### src/rtl/prog_down_counter.sv
// Programmable down-counter emitting a one-cycle shift strobe on terminal count.
// Optional live counter output port enabled by defining DC_COUNT_OUT_EN.
module prog_down_counter #(
    parameter int CNT_W       = 8,
    parameter int SEL_W       = 3,
    parameter int PRESET_BASE = 4
) (
    input  logic             clk,
    input  logic             rst,
    input  logic             load,
    input  logic             en,
    input  logic             mode,
    input  logic [SEL_W-1:0] sel,
    output logic             shift,
    output logic             busy,
    output logic             done
`ifdef DC_COUNT_OUT_EN
    ,
    output logic [CNT_W-1:0] count
`endif
);

    // Wide enough that PRESET_BASE << (2**SEL_W - 1) cannot overflow before clamping.
    localparam int EXT_W = CNT_W + (1 << SEL_W);

    typedef enum logic {
        IDLE = 1'b0,
        RUN  = 1'b1
    } state_t;

    state_t           state, state_nxt;
    logic [CNT_W-1:0] cnt, cnt_nxt;
    logic [SEL_W-1:0] sel_q, sel_q_nxt;
    logic             mode_q, mode_q_nxt;
    logic             shift_nxt;
    logic             done_nxt;

    function automatic logic [CNT_W-1:0] preset(input logic [SEL_W-1:0] k);
        logic [EXT_W-1:0] full;
        logic [EXT_W-1:0] lim;
        lim  = EXT_W'(1) << CNT_W;
        full = EXT_W'(PRESET_BASE) << k;
        if (full > lim) begin
            full = lim;
        end
        return CNT_W'(full - EXT_W'(1));
    endfunction

    always_ff @(posedge clk or negedge rst) begin
        if (!rst) begin
            state  <= IDLE;
            cnt    <= '0;
            sel_q  <= '0;
            mode_q <= 1'b0;
            shift  <= 1'b0;
            done   <= 1'b0;
        end else begin
            state  <= state_nxt;
            cnt    <= cnt_nxt;
            sel_q  <= sel_q_nxt;
            mode_q <= mode_q_nxt;
            shift  <= shift_nxt;
            done   <= done_nxt;
        end
    end

    // Load wins over enable and terminal count, so a strobe due in the load cycle is dropped.
    always_comb begin
        state_nxt  = state;
        cnt_nxt    = cnt;
        sel_q_nxt  = sel_q;
        mode_q_nxt = mode_q;
        shift_nxt  = 1'b0;
        done_nxt   = done;
        if (load) begin
            cnt_nxt    = preset(sel);
            sel_q_nxt  = sel;
            mode_q_nxt = mode;
            state_nxt  = RUN;
            done_nxt   = 1'b0;
        end else begin
            case (state)
                RUN: begin
                    if (en) begin
                        if (cnt != '0) begin
                            cnt_nxt = cnt - CNT_W'(1);
                        end else begin
                            shift_nxt = 1'b1;
                            if (mode_q) begin
                                cnt_nxt = preset(sel_q);
                            end else begin
                                state_nxt = IDLE;
                                done_nxt  = 1'b1;
                            end
                        end
                    end
                end
                default: begin
                    state_nxt = IDLE;
                end
            endcase
        end
    end

    assign busy = (state == RUN);

`ifdef DC_COUNT_OUT_EN
    assign count = cnt;
`endif

endmodule

### config.mk
export PLATFORM = sky130hd
export DESIGN_NAME = prog_down_counter
export DESIGN_NICKNAME = d
export VERILOG_FILES = /design/src/rtl/prog_down_counter.sv
export SDC_FILE = /design/constraint.sdc
export NUM_CORES = 1
export LEC_CHECK = 0
export ABC_AREA = 1
export CORE_AREA = 2 2 44 46
export DETAILED_ROUTE_END_ITERATION = 10
export DIE_AREA = 0 0 46 48
export PLACE_DENSITY = 0.79
export SLEW_MARGIN = 40
export SYNTH_ARGS = -nofsm -noshare
export SYNTH_HDL_FRONTEND = slang
export SYNTH_SLANG_ARGS = --single-unit
### constraint.sdc
create_clock -name clk -period 3.95 [get_ports clk]
set_input_delay 0.9875 -clock clk [delete_from_list [all_inputs] [get_ports clk]]
set_output_delay 0.9875 -clock clk [all_outputs]
set_load 0.03 [all_outputs]
==> reports/results.tsv <==
metric	value	unit
fill_cells	155	
layout_common_cells	42 x nand2_1, 17 x nor2_1, 15 x dfrtp_1	
tightest_slew	653	ps
path_clk_slew	110	ps
start_util	56.7	%
synth_area	958	um^2
synthMuxAreaShare	0	%
antenna_found_initial	0	
register_area	375	um^2
grt_pass1_wl	3400	um
max_freq	0.405	GHz
pwr-share-clk	21.7	%
cts_tree	done	
slew_headroom	56.3	%
p_int	270	uW
cts_root_buffer	clkbuf_4	
end_kind	register	
die_h	48	um
top_layer_used	met4	
layout_commonest_cell	nand2_1	
m1WireLength	956	um
yosys_warnings	0	
power_density	399	mW/mm^2
cts_max_level	1	
post-route-min-period	2470	ps
yosys.area_share.adder	1.31	%
wl_met2	965	um
layout.nets	160	
rsz0062_at_grt	no	
path_delay_family	buffers and inverters	
cts_made_buffers	3	
p_switching	167	uW
fin_crit_sh	62.5	%
port_buffers	10	
drt-total-wl	2000	um
worstPathRequired	4140	ps
synth-xor-area-share	0	%
ys_ff_latch	15	
synth.distinct_cells	23	
hold_buffers	0	
finalHoldViolCount	0	
utilization	65.0	%
multi_input_area	514	um^2
worst_path_most_repeated_cell	nand2_1	
cp_slowest_cell	clkdlybuf4s50_1	
viasPerCell	5.37	
postSynthCellCount	138	
gp_congestion	0.910	
cts_setup_buffers	0	
crit_path_start_kind	primary input	
syn_to_final_growth	14.5	%
drtPass1Iterations	4	
core_area	0.00169	mm^2
dieArea	0.00221	mm^2
p_seq_share	46.1	%
cp_max_fo	12	
wire_per_inst	12.0	um
path_class	primary input to register	
cp.buffers_inverters	2	
ir_drop	0.256	mV
die_x	46	um
grt_pass1_vias	813	
global_route.usage.total	21.9	%
layout-drive-gt1-share	13.3	%
swShare	38.2	%
setup-violations-final	0	
via_count	896	
drc_errors	0	
route.met3.wl	51	um
cts_buffer_depth	2	
cts.sinks	15	
grt_max_degree	16	
leakage	0.000536	uW
crit_chain	clkdlybuf4s50_1 -> inv_2 -> nor2_1 -> nand2_1 -> nand2_2 -> nor2_2 -> a21o_1 -> nand3_1 -> nand2_1	
syn-num-nets	147	
status	completed	
min_path_type	register to register	
n_antenna_cell	0	
grt_remaining_overflow	0	
dp_hpwl	1620	um
synth_top_family_by_area	simple AND/OR/NAND/NOR gates	
cap_violations	0	
drt_iter0_drc	13	
tns	0	ps
ant_nets	0	
slowest_delay	700	ps
cp_data_arrival_time	2650	ps
synthSimpleGateAreaFrac	40.2	%
io_pins	11	
comb_power_share	32.2	%
clock_latency	300	ps
synth-compound-area-share	12.1	%
row_count	15	
avgSynthCellArea	6.95	um^2
cts-resized-gates	0	
ys_seq_area_share	39.2	%
finClkSkew	10.0	ps
maxSlewViolCount	0	
registers in the layout (all words and copies together), names as in the netlist:
| name | count |
|---|---|
| done | 1 |
| cnt | 8 |
| shift | 1 |
| mode_q | 1 |
| sel_q | 3 |
| busy | 1 |
power groups by stage:
stage	Clock (uW)	Combinational, uW	Sequential (uW)
after floorplan	0	109	198
after global placement	0	137	204
after detailed placement	0	140	205
after CTS	95.5	140	201
after global routing	104	161	205
final	95.0	141	201
synth_stat cells, drive strengths merged:
cell	number	share of area, %
nor4	1	0.65
dfrtp	15	39
nor2	22	10
nand4	2	1.3
nor3	6	3.1
buf	2	1.3
ha	1	1.3
a31oi	2	2.0
nand2	49	21
inv	15	5.9
a21o	2	1.7
o21ai	8	4.2
a21oi	6	4.3
nand3	7	3.7
tightest hold or removal path: cells and delay by family (launching register included):
kind,cells,cell delay [ps]
AO/OA/AOI/OAI,1,50
flip-flops,1,370
AND/OR/NAND/NOR,1,80
cells by family after synthesis:
family                   count (synthesis)
AO/OA/AOI/OAI                           18
AND/OR/NAND/NOR                         87
buffers and inverters                   17
flip-flops                              15
adder cells (fa/ha/maj)                  1
area by class of cell:
| class | count | share of cell area, % |
|---|---|---|
| Tap cell | 17 | 1.94 |
| Multi-Input combinational cell | 106 | 46.9 |
| Clock buffer | 3 | 2.05 |
| Sequential cell | 15 | 34.2 |
| Inverter | 15 | 5.13 |
| Timing Repair Buffer | 10 | 9.12 |
| Clock inverter | 1 | 0.684 |
stage by stage:
| stage | std cells | hold slack, ps | worst slack [ps] | total power (uW) | area, um^2 |
|---|---|---|---|---|---|
| finish | 167 | 529 | 1480 | 437 | 1100 |
| global route | 167 | 584 | 1290 | 470 | 1100 |
| CTS | 167 | 526 | 1520 | 437 | 1100 |
| detailed placement | 163 | 501 | 1200 | 344 | 1070 |
| global placement | 163 | 504 | 1240 | 341 | 1070 |
| floorplan | 138 | 472 | 2050 | 306 | 958 |
routing by layer:
layer  vias up  GRT usage [%]
li1        467              -
met1       413           27.6
met2        12           36.7
met3         4           4.53
met4         0           8.57
met5         -              0
worst paths after layout:
path                              from  endpoint  slack (ps)  depth (start not counted)
worst max-delay path              load    cnt[5]        1480                          9
worst min-delay path              done      done         530                          2
worst max register to register  cnt[5]    cnt[7]        2350                         10
worst min register to register    done      done         530                          2
max in group asynchronous          rst    cnt[5]        2440                          1
min in group asynchronous          rst    cnt[3]        1080                          1
Power figures use the tool's default switching activity.
